===== src/rtl/mult_seq_64_if.sv =====
// rtl/mult_seq_64_if.sv - start/operand/result bundle for the sequential 32x32 multiplier
//
// Signals:
//   ctrl_MULT        start request, sampled on the rising clock edge
//   ctrl_signed      1 = two's-complement operands, sampled with ctrl_MULT
//   ctrl_cancel      synchronous abort of an operation in flight
//   data_operandA    32-bit multiplicand
//   data_operandB    32-bit multiplier
//   data_writeReg    64-bit product feeding the downstream product register
//   ctrl_writeEnable one-cycle write strobe for the downstream register
//   busy             high while an operation is in flight
// master drives the request side; slave is the multiplier.
interface mult_seq_64_if;
  logic        ctrl_MULT;
  logic        ctrl_signed;
  logic        ctrl_cancel;
  logic [31:0] data_operandA;
  logic [31:0] data_operandB;
  logic [63:0] data_writeReg;
  logic        ctrl_writeEnable;
  logic        busy;

  modport master (
    output ctrl_MULT, ctrl_signed, ctrl_cancel, data_operandA, data_operandB,
    input  data_writeReg, ctrl_writeEnable, busy
  );

  modport slave (
    input  ctrl_MULT, ctrl_signed, ctrl_cancel, data_operandA, data_operandB,
    output data_writeReg, ctrl_writeEnable, busy
  );
endinterface


===== src/rtl/mult_seq_64.sv =====
// rtl/mult_seq_64.sv - 33-cycle sequential 32x32 -> 64 multiplier, signed or unsigned
//
// Ports:
//   clock       single clock, rising edge
//   ctrl_reset  asynchronous active-low reset
//   bus         mult_seq_64_if.slave (start, operands, cancel, product, strobe, busy)
//
// Sign-magnitude shift-add: operand magnitudes are latched at start, 32 unsigned
// shift-add steps build the magnitude product, and the sign is applied on the
// last step when the result register is loaded.
module mult_seq_64 (
  input  logic          clock,
  input  logic          ctrl_reset,
  mult_seq_64_if.slave  bus
);

  typedef enum logic [1:0] {IDLE, RUN, DONE} state_t;

  state_t      state, state_next;
  logic        start;
  logic        write_enable;
  logic        busy_int;

  logic [5:0]  count;
  logic [31:0] mcand;
  logic [63:0] acc;      // {partial sum, remaining multiplier bits}
  logic        neg;
  logic [63:0] product;

  logic [31:0] a_mag, b_mag;
  logic [32:0] step_sum;
  logic [63:0] acc_next;
  logic        last_step;

  // -0x80000000 wraps to 0x80000000, which is the correct unsigned magnitude.
  assign a_mag = (bus.ctrl_signed && bus.data_operandA[31]) ? -bus.data_operandA : bus.data_operandA;
  assign b_mag = (bus.ctrl_signed && bus.data_operandB[31]) ? -bus.data_operandB : bus.data_operandB;

  assign step_sum  = {1'b0, acc[63:32]} + (acc[0] ? {1'b0, mcand} : 33'd0);
  assign acc_next  = {step_sum, acc[31:1]};
  assign last_step = (count == 6'd31);

  always_ff @(posedge clock or negedge ctrl_reset) begin
    if (!ctrl_reset) begin
      state <= IDLE;
    end else begin
      state <= state_next;
    end
  end

  always_comb begin
    state_next   = state;
    start        = 1'b0;
    write_enable = 1'b0;
    busy_int     = 1'b0;
    case (state)
      IDLE: begin
        if (bus.ctrl_MULT && !bus.ctrl_cancel) begin
          state_next = RUN;
          start      = 1'b1;
        end
      end
      RUN: begin
        busy_int = 1'b1;
        if (bus.ctrl_cancel) begin
          state_next = IDLE;
        end else if (last_step) begin
          state_next = DONE;
        end
      end
      DONE: begin
        // The strobe is already out this cycle; cancel only suppresses a new start.
        busy_int     = 1'b1;
        write_enable = 1'b1;
        if (bus.ctrl_MULT && !bus.ctrl_cancel) begin
          state_next = RUN;
          start      = 1'b1;
        end else begin
          state_next = IDLE;
        end
      end
      default: state_next = IDLE;
    endcase
  end

  always_ff @(posedge clock or negedge ctrl_reset) begin
    if (!ctrl_reset) begin
      count   <= 6'd0;
      mcand   <= 32'd0;
      acc     <= 64'd0;
      neg     <= 1'b0;
      product <= 64'd0;
    end else if (start) begin
      count <= 6'd0;
      mcand <= a_mag;
      acc   <= {32'd0, b_mag};
      neg   <= bus.ctrl_signed & (bus.data_operandA[31] ^ bus.data_operandB[31]);
    end else if (state == RUN && !bus.ctrl_cancel) begin
      acc   <= acc_next;
      count <= count + 6'd1;
      // Result register only changes on the step that enters DONE.
      if (last_step) begin
        product <= neg ? -acc_next : acc_next;
      end
    end
  end

  assign bus.data_writeReg    = product;
  assign bus.ctrl_writeEnable = write_enable;
  assign bus.busy             = busy_int;

endmodule


===== src/flat_wrapper.sv =====
// flat-port wrapper written by rule: the top's interface ports become plain ports
module mult_seq_64_flat 
  (clock, ctrl_reset, bus_ctrl_MULT, bus_ctrl_signed, bus_ctrl_cancel, bus_data_operandA, bus_data_operandB, bus_data_writeReg, bus_ctrl_writeEnable, bus_busy);
  mult_seq_64_if bus_i ();
  input  logic clock;
  input  logic ctrl_reset;
  input wire logic [$bits(bus_i.ctrl_MULT)-1:0] bus_ctrl_MULT;
  input wire logic [$bits(bus_i.ctrl_signed)-1:0] bus_ctrl_signed;
  input wire logic [$bits(bus_i.ctrl_cancel)-1:0] bus_ctrl_cancel;
  input wire logic [$bits(bus_i.data_operandA)-1:0] bus_data_operandA;
  input wire logic [$bits(bus_i.data_operandB)-1:0] bus_data_operandB;
  output wire logic [$bits(bus_i.data_writeReg)-1:0] bus_data_writeReg;
  output wire logic [$bits(bus_i.ctrl_writeEnable)-1:0] bus_ctrl_writeEnable;
  output wire logic [$bits(bus_i.busy)-1:0] bus_busy;
  assign bus_i.ctrl_MULT = bus_ctrl_MULT;
  assign bus_i.ctrl_signed = bus_ctrl_signed;
  assign bus_i.ctrl_cancel = bus_ctrl_cancel;
  assign bus_i.data_operandA = bus_data_operandA;
  assign bus_i.data_operandB = bus_data_operandB;
  assign bus_data_writeReg = bus_i.data_writeReg;
  assign bus_ctrl_writeEnable = bus_i.ctrl_writeEnable;
  assign bus_busy = bus_i.busy;
  mult_seq_64 u_core (.clock(clock), .ctrl_reset(ctrl_reset), .bus(bus_i));
endmodule

===== config.mk =====
export PLATFORM = sky130hd
export DESIGN_NAME = mult_seq_64_flat
export DESIGN_NICKNAME = d
export VERILOG_FILES = /design/src/rtl/mult_seq_64_if.sv /design/src/rtl/mult_seq_64.sv /design/src/flat_wrapper.sv
export SDC_FILE = /design/constraint.sdc
export NUM_CORES = 1
export LEC_CHECK = 0
export ABC_CLOCK_PERIOD_IN_PS = 4700
export CAP_MARGIN = 15
export CELL_PAD_IN_SITES_DETAIL_PLACEMENT = 0
export CELL_PAD_IN_SITES_GLOBAL_PLACEMENT = 1
export CORE_MARGIN = 4
export CORE_UTILIZATION = 43
export CTS_BUF_LIST = sky130_fd_sc_hd__clkbuf_4 sky130_fd_sc_hd__clkbuf_8 sky130_fd_sc_hd__clkbuf_16
export DETAILED_ROUTE_END_ITERATION = 8
export GPL_ROUTABILITY_DRIVEN = 0
export PLACE_DENSITY = 0.85
export SLEW_MARGIN = 20
export SYNTH_ARGS = -nofsm -noshare
export SYNTH_HDL_FRONTEND = slang
export SYNTH_SLANG_ARGS = --single-unit
export TNS_END_PERCENT = 1

===== constraint.sdc =====
create_clock -name clock -period 4.7 [get_ports clock]
set_clock_uncertainty 0.15 [all_clocks]
set_input_delay 0.94 -clock clock [delete_from_list [all_inputs] [get_ports clock]]
set_output_delay 0.94 -clock clock [all_outputs]
set_load 0.05 [all_outputs]

Word-level counts from Yosys, hierarchy flattened
Cells that the tools add are included.

word-level totals
  output and inout port bits = 66
  word-level logic and storage cells = 47
  bits in registers = 169

cells by class
  mux-type cells = 17
  bitwise gates (word level) = 3
  reductions and logical operators = 11
  eq/ne operators = 5
  add/sub/neg operators = 5

operator list
  cell                 number
  $mux 64              3
  $mux 32              3
  $neg 32->32          2
  $neg 64->64          1
  $add 32x33->33       1
  $mux 6               2
  $add 6x1->6 const B  1
  $eq 6x5->1 const B   1
  $mux 2               3
  $pmux 2 s3           1
  $mux 1               5
  $logic_and 1x1->1    4
  $reduce_or 2->1      2
  $ne 3x2->1 const B   1
  $reduce_and 3->1     1
  $eq 2x1->1 const B   1
  $eq 2x2->1 const B   1
  $logic_not 2->1      1
  $ne 2x1->1 const B   1
  $reduce_and 2->1     1
  $reduce_bool 2->1    1
  $and 1x1->1          1
  $logic_not 1->1      1
  $not 1->1            1
  $xor 1x1->1          1

Depth between registers and ports, before layout
Gate-level depths: netlist of the first run.

  word-level depth = 6
  depth in mapped cells = 14
  depth with buffers taken out = 13

Least setup slack after synthesis of the first run
OpenSTA, ideal clock, no wires.

  kind = register -> register
  from = register u_core.acc[0]
  to = register u_core.product[60] (netlist: u_core.bus.data_writeReg[60])
  buffers on the path = 1
  arrival = 3.818 ns
  setup time = 0.131 ns
  data required time = 4.419 ns
  cell stages (with the launch flop) = 15
  setup slack = 0.602 ns
  cell sequence = dfrtp_1 > clkbuf_1 > and2_1 > ha_1 > fa_1 > a211oi_1 > o211ai_1 > a21boi_1 > xnor2_1 > o211ai_1 > or4b_4 > or4_4 > o31ai_1 > xor2_1 > o21ai_1

on the way
  word-level cells in the longest chain between the ends = 4

ends and longest elaborated chain
  what                      RTL line            source
  start: declaration        mult_seq_64.sv:26   logic [63:0] acc;
  start signal: assignment  mult_seq_64.sv:96   acc <= {32'd0, b_mag};
  start signal: assignment  mult_seq_64.sv:99   acc <= acc_next;
  $mux 32 *                 mult_seq_64.sv:39   assign step_sum = {1'b0, acc[63:32]} + (acc[0] ? {1'b0, mcand} : 33'd0);
  $add 32x33->33 *          mult_seq_64.sv:39
  $neg 64->64               mult_seq_64.sv:103  product <= neg ? -acc_next : acc_next;
  $mux 64 *                 mult_seq_64.sv:103
  end signal: assignment    mult_seq_64.sv:103
  end: declaration          mult_seq_64.sv:28   logic [63:0] product;

Mark *: on every way between the ends. The rest lies on a longest branch, timed or not.
A chain may end at the register's enable or synchronous reset.

Worst setup path in the final report of the first run
  from = register u_core.acc[0]
  to = register u_core.product[61] (netlist: u_core.bus.data_writeReg[61])

The elaborated chain is that of the path after synthesis.

==> results of run 1 <==
cells by family after synthesis:
| group | after synthesis |
|---|---|
| and+or+nand+nor | 488 |
| AOI/OAI and AO/OA | 383 |
| DFF | 169 |
| xor gates and xnor gates | 147 |
| buffers and inverters | 96 |
| adders and majority gates | 41 |
| muxes | 34 |
critical path, stage by stage, from the launching register on:
cell,delay (ns)
dfrtp_2,0.55
and2_1,0.20
ha_1,0.21
fa_1,0.43
a21o_1,0.23
a221oi_4,0.33
o21bai_2,0.14
xor2_1,0.23
or4_1,0.63
nand4b_1,0.47
o41ai_1,0.45
xor2_1,0.17
o21ai_0,0.08
power by group through the flow:
| stage | Combinational (mW) | Clock [mW] | Sequential, mW |
|---|---|---|---|
| 6_report | 4.72 | 1.38 | 2.29 |
| 5_1_grt | 5.20 | 1.48 | 2.35 |
| 2_1_floorplan | 3.40 | 0 | 2.13 |
| 3_3_place_gp | 4.57 | 0 | 2.30 |
| 3_5_place_dp | 4.63 | 0 | 2.31 |
| 4_1_cts | 4.66 | 1.42 | 2.28 |
synthesized netlist by cell type, types with 5 or more instances:
cell type,count
o41ai_1,21
o211ai_1,8
dfrtp_1,169
and3_1,5
and2_1,38
o21a_1,5
nand3_1,18
nor3_1,18
nand2_1,203
nor4_1,13
a21o_1,13
a21oi_1,111
nand4_1,18
o21ai_0,143
buf_1,7
ha_1,40
o31ai_1,24
nor2_1,122
xor2_1,86
inv_1,20
mux2i_1,32
a211oi_1,10
a31oi_1,8
xnor2_1,61
or2_2,7
nand2b_1,5
or4_1,9
clkbuf_1,64
through the flow:
stage | util | std cells
6_report | 0.525 | 1809
5_1_grt | 0.525 | 1809
4_1_cts | 0.524 | 1808
3_5_place_dp | 0.502 | 1777
3_3_place_gp | 0.502 | 1777
2_1_floorplan | - | 1358
routing by layer:
layer | global-route usage | part of all wire | routed length [um] | vias up
li1 | - | - | - | 5011
met1 | 0.312 | 0.50 | 15300 | 4742
met2 | 0.319 | 0.44 | 13400 | 231
met3 | 0.0277 | 0.046 | 1410 | 38
met4 | 0.0538 | 0.019 | 588 | 0
met5 | 0 | 0 | 0 | -
area by class of cell:
cell class,count,area share
inverter,20,0.00549
clock inverter,14,0.0103
clock buffer,17,0.0311
multi-input combinational,1093,0.497
tap,335,0.0307
timing repair buffer,161,0.116
sequential,169,0.309
state kept, by name, summed over array words and instances, names as in the netlist:
| signal | count |
|---|---|
| u_core.mcand | 32 |
| u_core.neg | 1 |
| u_core.state | 2 |
| u_core.count | 6 |
| u_core.bus.data_writeReg | 64 |
| u_core.acc | 64 |
worst max-delay path by stage:
stage,endpoint,slack (ns),cells after the start
3_5_place_dp,u_core.bus.data_writeReg[60]$_DFFE_PN0P_,0.21,13
5_1_grt,u_core.bus.data_writeReg[58]$_DFFE_PN0P_,0.12,13
2_1_floorplan,u_core.bus.data_writeReg[60]$_DFFE_PN0P_,0.60,14
6_report,u_core.bus.data_writeReg[61]$_DFFE_PN0P_,0.30,12
3_3_place_gp,u_core.bus.data_writeReg[60]$_DFFE_PN0P_,0.30,13
4_1_cts,u_core.bus.data_writeReg[60]$_DFFE_PN0P_,0.19,13
timing repair:
| action | in CTS | in global routing |
|---|---|---|
| endpoints found under the setup margin | 0 | 10 |
| buffers inserted | 0 | 0 |
| resized for setup | 0 | 3 |
==> run_results.csv, run 1 <==
group,metric,value,unit
sta,min_period,4.40,ns
logic_synthesis,netlist.area_leader.share,0.372,
logic_synthesis,synth_xor_area_frac,0.113,
run_status,outcome,"complete, no violations",
sta,setup_viol,0,
die,dieArea,29100,sq um
flow_run,max-cap-violations,0,
cells_and_area,antennaDiodeCount,0,
logic_synthesis,synth_edf_count,0,
clock_tree,clk_path_buf_depth,2,
worst_setup_path,startpoint,"u_core.acc[0]$_DFFE_PN0P_",
sta,fmax,0.227,GHz
grt,gr-total-overflow,0,
pwr,switchingPower,3.94,mW
worst_hold_path,holdPathStages,2,
sta,period_share,0.937,
die,placementRows,59,
sta,drv_slew,0,
logic_synthesis,synthAdderAreaFrac,0.0458,
logic_synthesis,synth_seq_cells,169,
sta,hold_ws,0.329,ns
drt,vias_per_cell,5.54,
die,core,26100,sq um
logic_synthesis,ys_types,76,
logic_synthesis,syn_nets,1468,
sta,slew-limit-headroom,0.353,
worst_setup_path,rrSetupSlack,0.30,ns
clock_tree,clk_pin_slew,0.07,ns
place,place_hpwl,22900,um
worst_hold_path,hp-class,"flop to flop",
die,die_y,171,um
logic_synthesis,yosys_warnings,0,
pwr,p_leak,5.66,nW
die,initial_utilization,0.436,
drt,dr.pass1.iters,5,
logic_synthesis,ys_top_cells_by_area,"dfrtp_1 37%, nand2_1 6.7%, xor2_1 6.6%",
drt,drcViolationCount,0,
pwr,power.internal,4.45,mW
grt,antenna_found_initial,1,
drt,wl_per_cell,16.9,um
sta,fin_ws,0.298,ns
sta,hold_viol_final,0,
logic_synthesis,synthArstFlopShare,1.00,
logic_synthesis,seq_area_frac_synth,0.372,
cells_and_area,final_cell_mix,"203 x nand2_1, 168 x dfrtp_1, 143 x o21ai_0, 133 x clkdlybuf4s50_1, 121 x nor2_1",
drt,drtIter0Drc,696,
worst_setup_path,worst-r2r-cell-count,12,
logic_synthesis,synth_top_area_cell,"dfrtp_1",
place,placed_area,13100,sq um
pwr,p_clk_frac,0.165,
worst_hold_path,min_to,"u_core.bus.data_writeReg[42]$_DFFE_PN0P_",
clock_tree,cts_tree,"built",
die,die_w,171,um
drt,ant_nets,0,
die,ios,135,
cells_and_area,drive_above_1_share,0.0631,
clock_tree,clock_latency,0.43,ns
logic_synthesis,syn_inst,1358,
cells_and_area,layout_commonest_cell,"nand2_1",
worst_setup_path,worstSetupStartpointType,"flop",
place,dp_slack,0.214,ns
cells_and_area,nets,1572,
cells_and_area,area_delta_synth_final,20.2,%
pwr,p_comb_frac,0.562,
worst_setup_path,worstPathArrival,4.54,ns
worst_setup_path,worstPathRequired,4.84,ns
cells_and_area,regArea,4230,sq um
worst_setup_path,cp-end-kind,"flop",
logic_synthesis,synth-main-ff-cell,"dfrtp_1",
logic_synthesis,synth_top_family_by_area,"compound AO/OA/AOI/OAI gates",
worst_setup_path,path_class,"flop to flop",
sta,rsz0062_at_grt,"no",
grt,grt_first_pass_wirelength,49100,um
logic_synthesis,synthMuxAreaShare,0.0301,
worst_setup_path,worstReg2RegStart,"u_core.acc[0]$_DFFE_PN0P_",
sta,worst_pin_slew,0.964,ns
pwr,p_seq_frac,0.273,
worst_setup_path,timing.rr.end,"u_core.bus.data_writeReg[61]$_DFFE_PN0P_",
sta,fin_setup_tns,0,ns
logic_synthesis,avgSynthCellArea,8.38,sq um
drt,route.vias.total,10000,
pwr,cellPowerDensity,614,nW/um^2
clock_tree,cts_sinks,169,
cells_and_area,multi_input_area,6800,sq um
grt,grt_max_degree,168,
worst_hold_path,hold_start,"u_core.bus.data_writeReg[42]$_DFFE_PN0P_",
cells_and_area,fin_area,13700,sq um
logic_synthesis,synth_compound_area_frac,0.205,
logic_synthesis,synthesis.area,11400,sq um
clock_tree,cts-buffers-inserted,17,
clock_tree,cts_hold_buf,0,
grt,track_usage,0.208,
place,place.port_buffers,134,
worst_setup_path,worst-path-max-fanout,21,
clock_tree,cts_root_buffer,"clkbuf_16",
pwr,swShare,0.470,
clock_tree,cts.htree.levels,4,
cells_and_area,nFillCells,2498,
logic_synthesis,synthSimpleGateAreaFrac,0.201,
pwr,total_power,8.39,mW
drt,wl,30600,um
grt,grt_pass1_vias,9377,
pwr,vdd_drop_max,0.328,mV
Note: power is estimated with default switching activity, not from simulation.
==> run 2, diff against run 1 <==
- CORE_UTILIZATION: 43 -> 30
- PLACE_DENSITY: 0.85 -> 0.71
- RECOVER_POWER: unset -> 100
==> run 2 against run 1 <==
  * Hold slack lost 0.0029 ns
  * Utilization is 15 points lower
  * Routed wire length rose by 11%
  * Largest cell class unchanged
  * First-iteration DRC count decreased by 2.4%
  * The flow now finishes with violations (max-capacitance violations, max-slew violations)
==> run_results.csv, run 2 (synthesis results as in run 1) <==
group,metric,value,unit
worst_hold_path,hp-class,"flop to flop",
run_status,outcome,"complete, but fails checks",
sta,rsz0062_at_grt,"no",
worst_setup_path,worst-path-max-fanout,22,
grt,antenna_found_initial,3,
cells_and_area,utilization,0.371,
clock_tree,clk_path_buf_depth,2,
die,placementRows,71,
die,core,37500,sq um
sta,slew-limit-headroom,-0.724,
clock_tree,cts_hold_buf,0,
worst_setup_path,path_class,"flop to flop",
grt,grtUsageMet3,0.0212,
sta,worst_pin_slew,2.59,ns
drt,dr.pass1.iters,5,
worst_setup_path,worstPathArrival,4.53,ns
cells_and_area,layout_commonest_cell,"nand2_1",
drt,ant_nets,0,
grt,track_usage,0.163,
cells_and_area,multi_input_area,6770,sq um
grt,grt_first_pass_wirelength,54200,um
place,place.port_buffers,134,
place,dp_slack,0.202,ns
pwr,p_leak,5.91,nW
place,place_hpwl,26100,um
sta,setup_viol,0,
worst_setup_path,cp-end-kind,"flop",
drt,route.vias.total,10000,
clock_tree,clk_pin_slew,0.07,ns
sta,min_period,4.43,ns
die,die_w,203,um
grt,grt_max_degree,98,
sta,fmax,0.226,GHz
die,dieArea,41100,sq um
sta,fin_setup_tns,0,ns
cells_and_area,antennaDiodeCount,0,
die,ios,135,
cells_and_area,nets,1587,
pwr,total_power,8.46,mW
cells_and_area,area_delta_synth_final,22.2,%
grt,grt_pass1_vias,9623,
clock_tree,cts-buffers-inserted,17,
clock_tree,cts_tree,"built",
pwr,vdd_drop_max,0.250,mV
worst_setup_path,worstPathRequired,4.80,ns
cells_and_area,nFillCells,3929,
cells_and_area,regArea,4230,sq um
drt,vias_per_cell,5.02,
sta,drv_slew,245,
sta,period_share,0.943,
worst_setup_path,worstSetupStartpointType,"flop",
die,initial_utilization,0.303,
drt,drcViolationCount,0,
drt,drtIter0Drc,679,
clock_tree,cts.htree.levels,4,
clock_tree,cts_sinks,169,
grt,gr-total-overflow,0,
drt,wl,34000,um
sta,fin_ws,0.268,ns
pwr,cellPowerDensity,608,nW/um^2
drt,wl_per_cell,17.0,um
grt,met1_usage,0.236,
cells_and_area,final_cell_mix,"203 x nand2_1, 168 x dfrtp_1, 144 x o21ai_0, 122 x nor2_1, 110 x a21oi_1",
flow_run,max-cap-violations,3,
grt,globalRouteMet2Util,0.258,
cells_and_area,drive_above_1_share,0.0638,
run_status,violations,"max-capacitance violations, max-slew violations",
clock_tree,clock_latency,0.43,ns
sta,hold_viol_final,0,
grt,busiest_layer,"met2",
die,die_y,203,um
clock_tree,cts_root_buffer,"clkbuf_16",
-- run 2: area by class of cell --
| class | count | share of cell area |
|---|---|---|
| clock inverter | 11 | 0.00801 |
| inverter | 20 | 0.00540 |
| tap | 511 | 0.0460 |
| sequential | 169 | 0.304 |
| timing repair buffer | 176 | 0.115 |
| clock buffer | 21 | 0.0337 |
| multi-input combinational | 1093 | 0.487 |
-- run 2: what timing repair did --
item,4_1_cts,5_1_grt
endpoints found under the hold margin,0,0
resized for setup,0,3
setup buffers,0,1
setup endpoints to repair,0,12
-- run 2: final timing paths --
path | cells after the start | to | slack [ns] | startpoint
worst max-delay path | 13 | u_core.bus.data_writeReg[60]$_DFFE_PN0P_ | 0.27 | u_core.acc[0]$_DFFE_PN0P_
worst min-delay path | 2 | u_core.bus.data_writeReg[22]$_DFFE_PN0P_ | 0.33 | u_core.bus.data_writeReg[22]$_DFFE_PN0P_
worst max register to register | 13 | u_core.bus.data_writeReg[60]$_DFFE_PN0P_ | 0.27 | u_core.acc[0]$_DFFE_PN0P_
worst min register to register | 2 | u_core.bus.data_writeReg[22]$_DFFE_PN0P_ | 0.33 | u_core.bus.data_writeReg[22]$_DFFE_PN0P_
max in group asynchronous | 2 | u_core.bus.data_writeReg[59]$_DFFE_PN0P_ | 0.96 | ctrl_reset
min in group asynchronous | 1 | u_core.bus.data_writeReg[42]$_DFFE_PN0P_ | 1.15 | ctrl_reset
-- run 2: critical path, cell delays in order (launching register included) --
cell,delay (ns)
dfrtp_2,0.55
and2_0,0.20
ha_1,0.21
fa_1,0.43
a21o_1,0.23
a221oi_4,0.30
o21bai_1,0.17
a41oi_2,0.27
xnor2_1,0.16
or4b_1,0.56
or4_4,0.52
o31ai_1,0.25
xor2_1,0.16
o21ai_0,0.09
-- run 2: per-layer routing --
| layer | routed length [um] | vias to the layer above |
|---|---|---|
| li1 | - | 5036 |
| met3 | 1200 | 39 |
| met2 | 15300 | 217 |
| met1 | 16900 | 4752 |
| met4 | 597 | 0 |
| met5 | 0 | - |
-- run 2: power by group --
| part | switching [mW] | total (mW) | internal [mW] |
|---|---|---|---|
| registers | 0.419 | 2.28 | 1.86 |
| logic | 2.90 | 4.78 | 1.87 |
| clock network | 0.621 | 1.40 | 0.779 |
| total | 3.94 | 8.46 | 4.51 |
-- run 2: metrics by stage --
stage | instance area [sq um] | hold WS [ns] | std cells
CTS | 14000 | 0.338 | 2000
detailed placement | 13400 | 0.323 | 1968
global route | 13900 | 0.355 | 2001
finish | 13900 | 0.326 | 2001
floorplan | 11400 | 0.313 | 1358
global placement | 13400 | 0.313 | 1968
==> run 3, diff against run 2 <==
- CORE_ASPECT_RATIO: unset -> 0.7
- CORE_UTILIZATION: 30 -> 43
- PLACE_DENSITY: 0.71 -> 0.92
==> run 3 against run 2 <==
  * The flow still finishes with violations (max-capacitance violations, max-slew violations)
  * Routed wire length shrank 4.9%
  * Utilization increased by 16 points
  * Non-clock buffer count decreased by 21
  * Global-route usage increased by 5.6 points
  * Sequential power about the same
  * Final cell count down 8.7%
  * Via count is 2.8% higher
  * Maximum frequency up 0.44%
  * Combinational power up 1%
  * Flip-flop and latch count stayed put
  * Register-to-register slack gained 0.03 ns
  * Die area fell by 29%
  * Largest cell class unchanged
  * Highest routed layer unchanged
==> run_results.csv, run 3 (synthesis results as in run 1) <==
group,metric,value,unit
run_status,outcome,"complete, but fails checks",
run_status,violations,"max-capacitance violations, max-slew violations",
clock_tree,clk_pin_slew,0.07,ns
die,initial_utilization,0.440,
clock_tree,cts_tree,"built",
drt,ant_nets,0,
worst_setup_path,path_class,"input pin to flop",
pwr,total_power,8.55,mW
die,dieArea,29200,sq um
sta,min_period,4.41,ns
sta,drv_slew,290,
clock_tree,cts_hold_buf,0,
clock_tree,clk_path_buf_depth,2,
worst_setup_path,cp-end-kind,"flop",
place,dp.cells,1794,
drt,vias_per_cell,5.65,
sta,worst_pin_slew,2.58,ns
grt,antenna_found_initial,0,
sta,period_share,0.939,
grt,grt_max_degree,164,
place,place.port_buffers,134,
worst_setup_path,worstReg2RegStart,"u_core.acc[0]$_DFFE_PN0P_",
die,die_y,144,um
worst_setup_path,worstPathRequired,4.89,ns
pwr,p_comb_frac,0.565,
drt,wl_per_cell,17.7,um
clock_tree,cts_sinks,169,
drt,drtIter0Drc,955,
worst_setup_path,startpoint,"bus_ctrl_cancel",
clock_tree,cts_root_buffer,"clkbuf_16",
grt,gr-total-overflow,0,
pwr,vdd_drop_max,0.366,mV
pwr,p_leak,5.85,nW
clock_tree,cts-resized-gates,0,
cells_and_area,final_cell_mix,"203 x nand2_1, 169 x dfrtp_1, 144 x o21ai_0, 122 x nor2_1, 111 x a21oi_1",
die,ios,135,
cells_and_area,nets,1566,
die,placementRows,49,
pwr,p_seq_frac,0.271,
die,die_w,202,um
grt,grt_first_pass_wirelength,51700,um
cells_and_area,antennaDiodeCount,0,
flow_run,max-cap-violations,3,
place,dp_slack,0.268,ns
cells_and_area,area_delta_synth_final,19.7,%
sta,fin_ws,0.287,ns
drt,drcViolationCount,0,
pwr,cellPowerDensity,628,nW/um^2
pwr,switchingPower,4.19,mW
pwr,swShare,0.490,
drt,dr.pass1.iters,5,
sta,rsz0062_at_grt,"no",
cells_and_area,drive_above_1_share,0.0545,
clock_tree,post_cts.repair.setup_buffers,0,
sta,fin_setup_tns,0,ns
drt,wl,32400,um
worst_setup_path,worstPathArrival,4.60,ns
sta,slew-limit-headroom,-0.718,
cells_and_area,instances_no_fill,1826,
sta,hold_viol_final,0,
grt,track_usage,0.219,
place,placed_area,13100,sq um
clock_tree,cts.htree.levels,4,
worst_hold_path,hold_start,"u_core.bus.data_writeReg[46]$_DFFE_PN0P_",
cells_and_area,utilization,0.526,
sta,setup_viol,0,
sta,fmax,0.227,GHz
clock_tree,clock_latency,0.43,ns
cells_and_area,layout_commonest_cell,"nand2_1",
die,core,25900,sq um
drt,route.vias.total,10300,
worst_hold_path,hp-class,"flop to flop",
pwr,p_clk_frac,0.164,
sta,hold_ws,0.325,ns
grt,grt_pass1_vias,9299,
cells_and_area,fin_area,13600,sq um
place,place_hpwl,24900,um
pwr,power.internal,4.36,mW
worst_setup_path,worstSetupStartpointType,"input pin",
worst_setup_path,worst-path-max-fanout,22,
clock_tree,cts-buffers-inserted,17,
run 3: cell count changes in the layout (fill, tap and decap cells not counted), moves of 3 or more:
cell / delta
clkinv_8: +4
clkinv_4: +3
inv_8: +4
clkinvlp_4: -4
buf_4: -16
clkbuf_1: -4
run 3: power groups by stage:
stage	clock network, mW	registers [mW]	logic (mW)
2_1_floorplan	0	2.13	3.40
3_3_place_gp	0	2.30	4.60
3_5_place_dp	0	2.32	4.70
4_1_cts	1.44	2.29	4.72
5_1_grt	1.50	2.36	5.30
6_report	1.41	2.31	4.83
run 3: layout make-up:
cell class                      instances  area (sq um)
Sequential cell                       169          4230
Timing Repair Buffer                  155          1470
Multi-Input combinational cell       1093          6800
Tap cell                              357           447
Clock buffer                           17           425
Inverter                               20          75.1
Clock inverter                         15           174
Fill cell                            2425         12300
run 3: worst paths after layout:
kind | endpoint | depth (start not counted) | slack [ns]
setup / recovery | u_core.acc[1]$_DFFE_PN0P_ | 6 | 0.29
hold / removal | u_core.bus.data_writeReg[46]$_DFFE_PN0P_ | 2 | 0.32
setup reg to reg | u_core.bus.data_writeReg[58]$_DFFE_PN0P_ | 13 | 0.30
hold reg to reg | u_core.bus.data_writeReg[46]$_DFFE_PN0P_ | 2 | 0.32
max in group asynchronous | u_core.acc[37]$_DFFE_PN0P_ | 2 | 1.12
min in group asynchronous | u_core.count[0]$_DFFE_PN0P_ | 1 | 1.13
run 3: critical path, cell delays in order:
cell and delay (ns):
dlygate4sd3_1 0.57, nor2b_1 1.51, clkbuf_1 0.52, clkbuf_1 0.54, a211oi_1 0.27, a31oi_1 0.24
run 3: per-layer routing:
layer	vias up	part of all wire	track usage
met5	-	0	0
met4	0	0.0061	0.0325
met3	17	0.080	0.0460
met1	4938	0.54	0.369
li1	5014	-	-
met2	352	0.37	0.285
